==> src/rtl/execute_cycle_mx_if.sv <==
// Decode/hazard-side inputs and E->M register outputs of the RV32IM execute stage.
// The stage drives the slave side; the decode/hazard logic drives the master side.
interface execute_cycle_mx_if #(
  parameter int XLEN    = 32,
  parameter int RADDR_W = 5
);
  logic               FlushE;
  logic               RegWriteE;
  logic               MemWriteE;
  logic [1:0]         ResultSrcE;
  logic               ALUSrcE;
  logic [3:0]         ALUControlE;
  logic               BranchE;
  logic [2:0]         Funct3E;
  logic               JumpE;
  logic               JalrE;
  logic               MulDivE;
  logic [XLEN-1:0]    RD1_E;
  logic [XLEN-1:0]    RD2_E;
  logic [XLEN-1:0]    Imm_Ext_E;
  logic [RADDR_W-1:0] RD_E;
  logic [XLEN-1:0]    PCE;
  logic [XLEN-1:0]    PCPlus4E;
  logic [XLEN-1:0]    ResultW;
  logic [1:0]         ForwardA_E;
  logic [1:0]         ForwardB_E;

  logic               BusyE;
  logic               PCSrcE;
  logic [XLEN-1:0]    PCTargetE;
  logic               RegWriteM;
  logic               MemWriteM;
  logic [1:0]         ResultSrcM;
  logic [RADDR_W-1:0] RD_M;
  logic [XLEN-1:0]    ALU_ResultM;
  logic [XLEN-1:0]    WriteDataM;
  logic [XLEN-1:0]    PCPlus4M;

  modport master (
    output FlushE, RegWriteE, MemWriteE, ResultSrcE, ALUSrcE, ALUControlE,
           BranchE, Funct3E, JumpE, JalrE, MulDivE, RD1_E, RD2_E, Imm_Ext_E,
           RD_E, PCE, PCPlus4E, ResultW, ForwardA_E, ForwardB_E,
    input  BusyE, PCSrcE, PCTargetE, RegWriteM, MemWriteM, ResultSrcM, RD_M,
           ALU_ResultM, WriteDataM, PCPlus4M
  );

  modport slave (
    input  FlushE, RegWriteE, MemWriteE, ResultSrcE, ALUSrcE, ALUControlE,
           BranchE, Funct3E, JumpE, JalrE, MulDivE, RD1_E, RD2_E, Imm_Ext_E,
           RD_E, PCE, PCPlus4E, ResultW, ForwardA_E, ForwardB_E,
    output BusyE, PCSrcE, PCTargetE, RegWriteM, MemWriteM, ResultSrcM, RD_M,
           ALU_ResultM, WriteDataM, PCPlus4M
  );
endinterface

==> src/rtl/execute_cycle_mx.sv <==
// RV32IM execute stage: forwarding, ALU, branch/jump resolution, iterative
// multiply/divide that stalls the pipeline, and the E->M pipeline register.
module execute_cycle_mx #(
  parameter int XLEN    = 32,
  parameter int RADDR_W = 5
) (
  input logic               clk,
  input logic               rst,
  execute_cycle_mx_if.slave bus
);
  localparam int CNT_W = $clog2(XLEN) + 1;
  localparam int SH_W  = $clog2(XLEN);
  localparam logic [CNT_W-1:0] CNT_ONE  = {{(CNT_W-1){1'b0}}, 1'b1};
  localparam logic [CNT_W-1:0] CNT_LOAD = CNT_W'(XLEN);
  localparam logic [XLEN-1:0]  X_ZERO   = {XLEN{1'b0}};
  localparam logic [XLEN-1:0]  X_ONES   = {XLEN{1'b1}};

  typedef enum logic [1:0] {
    S_IDLE = 2'd0,
    S_BUSY = 2'd1,
    S_DONE = 2'd2
  } md_state_t;

  md_state_t        state_r, state_n_s;
  logic [CNT_W-1:0] cnt_r;
  logic [XLEN-1:0]  hi_r, lo_r, mcand_r, a_raw_r, b_raw_r;
  logic [2:0]       op_r;
  logic             neg_a_r, neg_b_r;

  logic [XLEN-1:0]  src_a_s, src_b_i_s, src_b_s, alu_res_s;
  logic [SH_W-1:0]  shamt_s;
  logic             eq_s, lt_s, ltu_s, taken_s;
  logic [XLEN-1:0]  jalr_sum_s;
  logic             busy_s, start_s, step_s;

  // Operand A forwarding mux
  always_comb begin
    case (bus.ForwardA_E)
      2'b00:   src_a_s = bus.RD1_E;
      2'b01:   src_a_s = bus.ResultW;
      2'b10:   src_a_s = bus.ALU_ResultM;
      default: src_a_s = bus.RD1_E;
    endcase
  end

  // Operand B forwarding mux
  always_comb begin
    case (bus.ForwardB_E)
      2'b00:   src_b_i_s = bus.RD2_E;
      2'b01:   src_b_i_s = bus.ResultW;
      2'b10:   src_b_i_s = bus.ALU_ResultM;
      default: src_b_i_s = bus.RD2_E;
    endcase
  end

  assign src_b_s = bus.ALUSrcE ? bus.Imm_Ext_E : src_b_i_s;
  assign shamt_s = src_b_s[SH_W-1:0];
  assign eq_s    = (src_a_s == src_b_s);
  assign lt_s    = ($signed(src_a_s) < $signed(src_b_s));
  assign ltu_s   = (src_a_s < src_b_s);

  // ALU
  always_comb begin
    case (bus.ALUControlE)
      4'd0:    alu_res_s = src_a_s + src_b_s;
      4'd1:    alu_res_s = src_a_s - src_b_s;
      4'd2:    alu_res_s = src_a_s & src_b_s;
      4'd3:    alu_res_s = src_a_s | src_b_s;
      4'd4:    alu_res_s = src_a_s ^ src_b_s;
      4'd5:    alu_res_s = {{(XLEN-1){1'b0}}, lt_s};
      4'd6:    alu_res_s = {{(XLEN-1){1'b0}}, ltu_s};
      4'd7:    alu_res_s = src_a_s << shamt_s;
      4'd8:    alu_res_s = src_a_s >> shamt_s;
      4'd9:    alu_res_s = $unsigned($signed(src_a_s) >>> shamt_s);
      default: alu_res_s = X_ZERO;
    endcase
  end

  // Branch condition
  always_comb begin
    case (bus.Funct3E)
      3'b000:  taken_s = eq_s;
      3'b001:  taken_s = ~eq_s;
      3'b100:  taken_s = lt_s;
      3'b101:  taken_s = ~lt_s;
      3'b110:  taken_s = ltu_s;
      3'b111:  taken_s = ~ltu_s;
      default: taken_s = 1'b0;
    endcase
  end

  assign jalr_sum_s    = src_a_s + bus.Imm_Ext_E;
  assign bus.PCSrcE    = ((bus.BranchE & taken_s) | bus.JumpE) & ~bus.FlushE & ~rst;
  assign bus.PCTargetE = bus.JalrE ? (jalr_sum_s & {{(XLEN-1){1'b1}}, 1'b0})
                                   : (bus.PCE + bus.Imm_Ext_E);

  // Operand sign handling at muldiv start: iterate on magnitudes, fix sign at the end
  logic            is_div_s, a_signed_s, b_signed_s, a_neg_s, b_neg_s;
  logic [XLEN-1:0] a_mag_s, b_mag_s;

  assign is_div_s   = bus.Funct3E[2];
  assign a_signed_s = is_div_s ? ~bus.Funct3E[0]
                               : (bus.Funct3E[1:0] == 2'b01) | (bus.Funct3E[1:0] == 2'b10);
  assign b_signed_s = is_div_s ? ~bus.Funct3E[0] : (bus.Funct3E[1:0] == 2'b01);
  assign a_neg_s    = a_signed_s & src_a_s[XLEN-1];
  assign b_neg_s    = b_signed_s & src_b_i_s[XLEN-1];
  assign a_mag_s    = a_neg_s ? (X_ZERO - src_a_s) : src_a_s;
  assign b_mag_s    = b_neg_s ? (X_ZERO - src_b_i_s) : src_b_i_s;

  // One shift-add multiply step and one restoring-divide step
  logic [XLEN:0]   mul_sum_s, div_sh_s, div_diff_s;
  logic            div_ok_s;
  logic [XLEN-1:0] step_hi_s, step_lo_s;

  assign mul_sum_s  = {1'b0, hi_r} + (lo_r[0] ? {1'b0, mcand_r} : {(XLEN+1){1'b0}});
  assign div_sh_s   = {hi_r, lo_r[XLEN-1]};
  assign div_diff_s = div_sh_s - {1'b0, mcand_r};
  assign div_ok_s   = ~div_diff_s[XLEN];
  assign step_hi_s  = op_r[2] ? (div_ok_s ? div_diff_s[XLEN-1:0] : div_sh_s[XLEN-1:0])
                              : mul_sum_s[XLEN:1];
  assign step_lo_s  = op_r[2] ? {lo_r[XLEN-2:0], div_ok_s}
                              : {mul_sum_s[0], lo_r[XLEN-1:1]};

  // Sign-corrected muldiv result
  logic [2*XLEN-1:0] prod_s, prod_fix_s;
  logic [XLEN-1:0]   quo_fix_s, rem_fix_s, md_result_s;
  logic              div0_s;

  assign prod_s     = {hi_r, lo_r};
  assign prod_fix_s = (neg_a_r ^ neg_b_r) ? ({(2*XLEN){1'b0}} - prod_s) : prod_s;
  assign quo_fix_s  = (neg_a_r ^ neg_b_r) ? (X_ZERO - lo_r) : lo_r;
  assign rem_fix_s  = neg_a_r ? (X_ZERO - hi_r) : hi_r;
  assign div0_s     = (b_raw_r == X_ZERO);

  // Muldiv result select
  always_comb begin
    case (op_r)
      3'b000:          md_result_s = prod_fix_s[XLEN-1:0];
      3'b001, 3'b010,
      3'b011:          md_result_s = prod_fix_s[2*XLEN-1:XLEN];
      3'b100, 3'b101:  md_result_s = div0_s ? X_ONES : quo_fix_s;
      3'b110, 3'b111:  md_result_s = div0_s ? a_raw_r : rem_fix_s;
      default:         md_result_s = X_ZERO;
    endcase
  end

  // Muldiv FSM next state and stall control; flush and reset override everything
  always_comb begin
    state_n_s = state_r;
    busy_s    = 1'b0;
    start_s   = 1'b0;
    step_s    = 1'b0;
    if (bus.FlushE || rst) begin
      state_n_s = S_IDLE;
    end else begin
      case (state_r)
        S_IDLE: begin
          if (bus.MulDivE) begin
            busy_s    = 1'b1;
            start_s   = 1'b1;
            state_n_s = S_BUSY;
          end else begin
            state_n_s = S_IDLE;
          end
        end
        S_BUSY: begin
          busy_s = 1'b1;
          step_s = 1'b1;
          if (cnt_r == CNT_ONE) begin
            state_n_s = S_DONE;
          end else begin
            state_n_s = S_BUSY;
          end
        end
        S_DONE:  state_n_s = S_IDLE;
        default: state_n_s = S_IDLE;
      endcase
    end
  end

  assign bus.BusyE = busy_s;

  // Muldiv FSM state register
  always_ff @(posedge clk) begin
    if (rst) begin
      state_r <= S_IDLE;
    end else begin
      state_r <= state_n_s;
    end
  end

  // Muldiv operand latch, iteration counter and working registers
  always_ff @(posedge clk) begin
    if (rst) begin
      cnt_r   <= {CNT_W{1'b0}};
      hi_r    <= X_ZERO;
      lo_r    <= X_ZERO;
      mcand_r <= X_ZERO;
      a_raw_r <= X_ZERO;
      b_raw_r <= X_ZERO;
      op_r    <= 3'b000;
      neg_a_r <= 1'b0;
      neg_b_r <= 1'b0;
    end else if (bus.FlushE) begin
      cnt_r <= {CNT_W{1'b0}};
    end else if (start_s) begin
      cnt_r   <= CNT_LOAD;
      hi_r    <= X_ZERO;
      lo_r    <= is_div_s ? a_mag_s : b_mag_s;
      mcand_r <= is_div_s ? b_mag_s : a_mag_s;
      a_raw_r <= src_a_s;
      b_raw_r <= src_b_i_s;
      op_r    <= bus.Funct3E;
      neg_a_r <= a_neg_s;
      neg_b_r <= b_neg_s;
    end else if (step_s) begin
      cnt_r <= cnt_r - CNT_ONE;
      hi_r  <= step_hi_s;
      lo_r  <= step_lo_s;
    end else begin
      cnt_r <= cnt_r;
    end
  end

  // E->M pipeline register: bubble on flush or stall, muldiv result in DONE, else ALU path.
  // Control fields in DONE come from the E inputs, which upstream holds while stalled.
  always_ff @(posedge clk) begin
    if (rst || bus.FlushE || busy_s) begin
      bus.RegWriteM   <= 1'b0;
      bus.MemWriteM   <= 1'b0;
      bus.ResultSrcM  <= 2'b00;
      bus.RD_M        <= {RADDR_W{1'b0}};
      bus.ALU_ResultM <= X_ZERO;
      bus.WriteDataM  <= X_ZERO;
      bus.PCPlus4M    <= X_ZERO;
    end else begin
      bus.RegWriteM   <= bus.RegWriteE;
      bus.MemWriteM   <= bus.MemWriteE;
      bus.ResultSrcM  <= bus.ResultSrcE;
      bus.RD_M        <= bus.RD_E;
      bus.ALU_ResultM <= (state_r == S_DONE) ? md_result_s : alu_res_s;
      bus.WriteDataM  <= (state_r == S_DONE) ? b_raw_r : src_b_i_s;
      bus.PCPlus4M    <= bus.PCPlus4E;
    end
  end
endmodule
==> src/flat_wrapper.sv <==
// flat-port wrapper written by rule: the top's interface ports become plain ports
module execute_cycle_mx_flat 
#(
  parameter int XLEN    = 32,
  parameter int RADDR_W = 5
)
  (clk, rst, bus_FlushE, bus_RegWriteE, bus_MemWriteE, bus_ResultSrcE, bus_ALUSrcE, bus_ALUControlE, bus_BranchE, bus_Funct3E, bus_JumpE, bus_JalrE, bus_MulDivE, bus_RD1_E, bus_RD2_E, bus_Imm_Ext_E, bus_RD_E, bus_PCE, bus_PCPlus4E, bus_ResultW, bus_ForwardA_E, bus_ForwardB_E, bus_BusyE, bus_PCSrcE, bus_PCTargetE, bus_RegWriteM, bus_MemWriteM, bus_ResultSrcM, bus_RD_M, bus_ALU_ResultM, bus_WriteDataM, bus_PCPlus4M);
  execute_cycle_mx_if #(.XLEN(XLEN), .RADDR_W(RADDR_W)) bus_i ();
  input logic clk;
  input logic rst;
  input wire logic [$bits(bus_i.FlushE)-1:0] bus_FlushE;
  input wire logic [$bits(bus_i.RegWriteE)-1:0] bus_RegWriteE;
  input wire logic [$bits(bus_i.MemWriteE)-1:0] bus_MemWriteE;
  input wire logic [$bits(bus_i.ResultSrcE)-1:0] bus_ResultSrcE;
  input wire logic [$bits(bus_i.ALUSrcE)-1:0] bus_ALUSrcE;
  input wire logic [$bits(bus_i.ALUControlE)-1:0] bus_ALUControlE;
  input wire logic [$bits(bus_i.BranchE)-1:0] bus_BranchE;
  input wire logic [$bits(bus_i.Funct3E)-1:0] bus_Funct3E;
  input wire logic [$bits(bus_i.JumpE)-1:0] bus_JumpE;
  input wire logic [$bits(bus_i.JalrE)-1:0] bus_JalrE;
  input wire logic [$bits(bus_i.MulDivE)-1:0] bus_MulDivE;
  input wire logic [$bits(bus_i.RD1_E)-1:0] bus_RD1_E;
  input wire logic [$bits(bus_i.RD2_E)-1:0] bus_RD2_E;
  input wire logic [$bits(bus_i.Imm_Ext_E)-1:0] bus_Imm_Ext_E;
  input wire logic [$bits(bus_i.RD_E)-1:0] bus_RD_E;
  input wire logic [$bits(bus_i.PCE)-1:0] bus_PCE;
  input wire logic [$bits(bus_i.PCPlus4E)-1:0] bus_PCPlus4E;
  input wire logic [$bits(bus_i.ResultW)-1:0] bus_ResultW;
  input wire logic [$bits(bus_i.ForwardA_E)-1:0] bus_ForwardA_E;
  input wire logic [$bits(bus_i.ForwardB_E)-1:0] bus_ForwardB_E;
  output wire logic [$bits(bus_i.BusyE)-1:0] bus_BusyE;
  output wire logic [$bits(bus_i.PCSrcE)-1:0] bus_PCSrcE;
  output wire logic [$bits(bus_i.PCTargetE)-1:0] bus_PCTargetE;
  output wire logic [$bits(bus_i.RegWriteM)-1:0] bus_RegWriteM;
  output wire logic [$bits(bus_i.MemWriteM)-1:0] bus_MemWriteM;
  output wire logic [$bits(bus_i.ResultSrcM)-1:0] bus_ResultSrcM;
  output wire logic [$bits(bus_i.RD_M)-1:0] bus_RD_M;
  output wire logic [$bits(bus_i.ALU_ResultM)-1:0] bus_ALU_ResultM;
  output wire logic [$bits(bus_i.WriteDataM)-1:0] bus_WriteDataM;
  output wire logic [$bits(bus_i.PCPlus4M)-1:0] bus_PCPlus4M;
  assign bus_i.FlushE = bus_FlushE;
  assign bus_i.RegWriteE = bus_RegWriteE;
  assign bus_i.MemWriteE = bus_MemWriteE;
  assign bus_i.ResultSrcE = bus_ResultSrcE;
  assign bus_i.ALUSrcE = bus_ALUSrcE;
  assign bus_i.ALUControlE = bus_ALUControlE;
  assign bus_i.BranchE = bus_BranchE;
  assign bus_i.Funct3E = bus_Funct3E;
  assign bus_i.JumpE = bus_JumpE;
  assign bus_i.JalrE = bus_JalrE;
  assign bus_i.MulDivE = bus_MulDivE;
  assign bus_i.RD1_E = bus_RD1_E;
  assign bus_i.RD2_E = bus_RD2_E;
  assign bus_i.Imm_Ext_E = bus_Imm_Ext_E;
  assign bus_i.RD_E = bus_RD_E;
  assign bus_i.PCE = bus_PCE;
  assign bus_i.PCPlus4E = bus_PCPlus4E;
  assign bus_i.ResultW = bus_ResultW;
  assign bus_i.ForwardA_E = bus_ForwardA_E;
  assign bus_i.ForwardB_E = bus_ForwardB_E;
  assign bus_BusyE = bus_i.BusyE;
  assign bus_PCSrcE = bus_i.PCSrcE;
  assign bus_PCTargetE = bus_i.PCTargetE;
  assign bus_RegWriteM = bus_i.RegWriteM;
  assign bus_MemWriteM = bus_i.MemWriteM;
  assign bus_ResultSrcM = bus_i.ResultSrcM;
  assign bus_RD_M = bus_i.RD_M;
  assign bus_ALU_ResultM = bus_i.ALU_ResultM;
  assign bus_WriteDataM = bus_i.WriteDataM;
  assign bus_PCPlus4M = bus_i.PCPlus4M;
  execute_cycle_mx #(.XLEN(XLEN), .RADDR_W(RADDR_W)) u_core (.clk(clk), .rst(rst), .bus(bus_i));
endmodule
==> config.mk <==
export PLATFORM = sky130hd
export DESIGN_NAME = execute_cycle_mx_flat
export DESIGN_NICKNAME = d
export VERILOG_FILES = /design/src/rtl/execute_cycle_mx_if.sv /design/src/rtl/execute_cycle_mx.sv /design/src/flat_wrapper.sv
export SDC_FILE = /design/constraint.sdc
export NUM_CORES = 2
export LEC_CHECK = 0
export BUFFER_PORTS_ARGS = -buffer_cell sky130_fd_sc_hd__buf_2
export CELL_PAD_IN_SITES_DETAIL_PLACEMENT = 2
export CELL_PAD_IN_SITES_GLOBAL_PLACEMENT = 2
export CORE_ASPECT_RATIO = 0.9
export CORE_UTILIZATION = 30
export DETAILED_ROUTE_END_ITERATION = 8
export PLACE_DENSITY_LB_ADDON = 0.1
export SYNTH_ARGS = -nofsm -noshare
export SYNTH_HDL_FRONTEND = slang
export SYNTH_SLANG_ARGS = --single-unit
==> constraint.sdc <==
create_clock -name clk -period 5.9 [get_ports clk]
set_clock_uncertainty 0.2 [all_clocks]
set_input_delay 0.885 -clock clk [delete_from_list [all_inputs] [get_ports clk]]
set_output_delay 0.885 -clock clk [all_outputs]
set_load 0.03 [all_outputs]
==> reports/results.tsv <==
metric	value	unit
# IOs	359	
IR drop worst, VDD	0.1845	mV
residual DRC count	0	
Max Freq	165.8	MHz
Seq/Total Area, Yosys	17.28	%
clock group share of total power	26.4	%
Max-Cap Viols	0	
placed instance area	39210	um^2
Net Count, Synth	5063	
Synth cell types	97	
DRT Wirelength	219400	um
ys async rst share	0	%
Final TNS setup	-0.4889	ns
Core Util, Final	39.70	%
actual slew at the worst max-slew pin	1.302	ns
top-area cell type share of the netlist area	17.28	%
H-tree depth	2	
Rows	113	
core area	105900	um^2
worst path arrival time	4.95	ns
Syn-to-layout area delta	30.54	%
violated checks	negative setup slack	
ys flop type	dfxtp_1	
outcome	finished with violations	
DP HPWL	173800	um
routed length per instance	32.66	um
CTS tree	done	
vias per cell	6.205	
clk sinks	278	
crit start category	input pin	
DRT antenna net count	0	
hold_buf cts	0	
IO buf count	358	
share of post-route cells with drive strength above 1	25.08	%
Final min period	6.032	ns
largest cells by area after synthesis	dfxtp_1, ha_1, a21oi_1	
Avg Cell Area, Syn	6.999	um^2
Cells after Synth	4601	
NumNets Final	5758	
WS Path Type	input pin to primary output	
number of flops mapped to enable cells by yosys	0	
largest net degree at the start of global routing	84	
Pleak	0.01851	uW
routed vias	41670	
internal power	5607	uW
worst endpoint required time	4.82	ns
die area	108700	um^2
Synth Cell Area	32200	um^2
final setup margin	-0.1324	ns
Die Y	312.8	um
GP Congestion	1.030	
1st-iter DRT viols	4196	
Hold Fails Final Rpt	0	
GRT overflow	0	
Clock Tree Buf Depth	3	
Slew HR	12.90	%
cts bufs inserted	40	
Switching Share	45.76	%
Chip Width	347.4	um
GRT Total Usage	38.49	%
number of synthesized register bits	278	
total iterations of the first detailed-routing run	6	
initial core utilization	30.41	%
cell taking the most area after synthesis	dfxtp_1	
final critical-path share of the clock period	102.2	%
Fillers	12530	
vias in the first global route	41560	
RSZ-0062 raised after global routing	yes	
Ys Warns	0	
Max Slew Vio Count	0	
Seq pwr share	19.7	%
Comb power frac	53.9	%
Hold Path Class	flip-flop to flip-flop	
hold slack	0.2513	ns
initial antenna violation count	18	
Net Switching	4731	uW
Design Area, Final	42040	um^2
crit path max fanout	7	
power per cell area	245.9	nW/um^2
first-pass GRT wire length	306900	um
crit path capture type	primary output	
clk_lat worst skew	0.64	ns
root buffer cell	clkbuf_16	
# setup viols final	9	
Reg clk slew, reported paths	0.06	ns
-- metrics by stage --
stage	total power, uW	std cells	worst slack, ns
after CTS	10040	6688	-0.0009699
after detailed placement	7135	6594	-0.6703
after global placement	7039	6594	-0.4971
final	10340	6716	-0.1324
after global routing	10660	6709	-0.1881
after floorplan	4760	4601	-0.07728
-- critical path, stage by stage --
cell       delay (ns)
buf_8            0.09
inv_4            0.03
ha_4             0.30
buf_6            0.14
a221oi_4         0.23
or2_4            0.19
inv_2            0.06
buf_4            0.16
ha_4             0.25
a21oi_4          0.21
o21ai_4          0.09
a2111oi_4        0.37
o31ai_2          0.12
a22oi_1          0.23
buf_4            0.20
o21ai_4          0.07
a221o_1          0.34
a211o_1          0.30
a21oi_2          0.15
xor2_1           0.25
mux2i_4          0.10
buf_6            0.17
-- final timing paths --
path	start	endpoint	depth (start not counted)	slack [ns]
hold reg to reg	u_core.mcand_r[9]$_SDFFE_PP0P_	u_core.mcand_r[9]$_SDFFE_PP0P_	2	0.25
setup / recovery	bus_ForwardA_E[0]	bus_PCTargetE[30]	22	-0.13
hold / removal	u_core.mcand_r[9]$_SDFFE_PP0P_	u_core.mcand_r[9]$_SDFFE_PP0P_	2	0.25
setup reg to reg	u_core.bus.ALU_ResultM[0]$_SDFF_PP0_	u_core.bus.ALU_ResultM[30]$_SDFF_PP0_	17	0.46
-- layout by cell type, fill, tap and decap left out, drive strengths merged, types with 40 or more instances in the layout --
cell / netlist / routed
buf: 96 / 1010
nor2: 503 / 503
o21ai: 440 / 440
a21oi: 426 / 426
nand2: 412 / 412
dfxtp: 278 / 278
ha: 236 / 236
inv: 185 / 187
xnor2: 172 / 172
mux2i: 139 / 139
nand3: 122 / 122
xor2: 106 / 106
a211oi: 84 / 84
a21o: 83 / 83
and3: 81 / 81
nor3: 72 / 72
o211ai: 70 / 70
o21a: 62 / 62
a22oi: 61 / 61
a221oi: 60 / 60
clkbuf: 263 / 55
a31oi: 52 / 52
o22ai: 45 / 45
o31ai: 40 / 40
-- area by class of cell --
cell class,count,area (um^2),area share (%)
well taps,1380,1727,4.108
multi-input cells,3778,25580,60.84
inverters,186,716.9,1.706
clock buffers,53,1141,2.715
repair buffers,1012,6989,16.63
clock inverters,20,294.0,0.6995
flip-flops and latches,278,5569,13.25
diodes,9,22.52,0.05358
-- cell usage after synthesis, types with 69 or more instances --
library cell,n
nor2_1,503
a21oi_1,426
o21ai_0,422
nand2_1,412
dfxtp_1,278
clkbuf_1,263
ha_1,236
inv_1,179
xnor2_1,172
mux2i_1,139
nand3_1,121
xor2_1,106
a211oi_1,84
a21o_1,83
and3_1,81
nor3_1,70
o211ai_1,69
-- flip-flops by register name, indices dropped and copies added (netlist names) --
signal,count
u_core.bus.RegWriteM,1
u_core.bus.ALU_ResultM,32
u_core.neg_b_r,1
u_core.bus.MemWriteM,1
u_core.state_r,2
u_core.mcand_r,32
u_core.cnt_r,6
u_core.op_r,3
u_core.b_raw_r,32
u_core.bus.WriteDataM,32
u_core.bus.PCPlus4M,32
u_core.bus.ResultSrcM,2
u_core.bus.RD_M,5
u_core.lo_r,32
u_core.hi_r,32
u_core.a_raw_r,32
u_core.neg_a_r,1
-- power by group through the flow --
stage / clock [uW] / combinational [uW] / sequential (uW)
4_1_cts: 2770 / 5240 / 2030
2_1_floorplan: 0 / 2690 / 2070
5_1_grt: 2850 / 5770 / 2040
3_3_place_gp: 0 / 4970 / 2070
6_report: 2730 / 5570 / 2030
3_5_place_dp: 0 / 5060 / 2070
-- logic make-up (layout without fill, tap and decap cells) --
logic type,Yosys count,after routing,synth area share [%]
fa+ha+maj,242,242,9.543
xor+xnor,278,278,7.561
flops,278,278,17.28
buf+inv,545,1271,6.660
compound gates,1646,1646,32.63
other cells,0,9,0
simple gates,1437,1437,20.46
mux,175,175,5.859
-- layer usage --
metal / part of all wire [%] / GRT usage (%) / vias to the layer above
met4: 4.9 / 16.26 / 8
met5: 0.026 / 0 / -
met1: 45 / 54.59 / 21130
met2: 41 / 56.73 / 1987
li1: - / - / 18110
met3: 8.9 / 6.825 / 437
-- timing repair --
| action | CTS | global route |
|---|---|---|
| endpoints found under the setup margin | 15 | 16 |
| pin swaps | 40 | 60 |
| hold endpoints to repair | 0 | 0 |
| gates resized for setup | 139 | 104 |
| setup buffers | 22 | 18 |
| gates cloned | 0 | 1 |
Power figures use the tool's default switching activity.
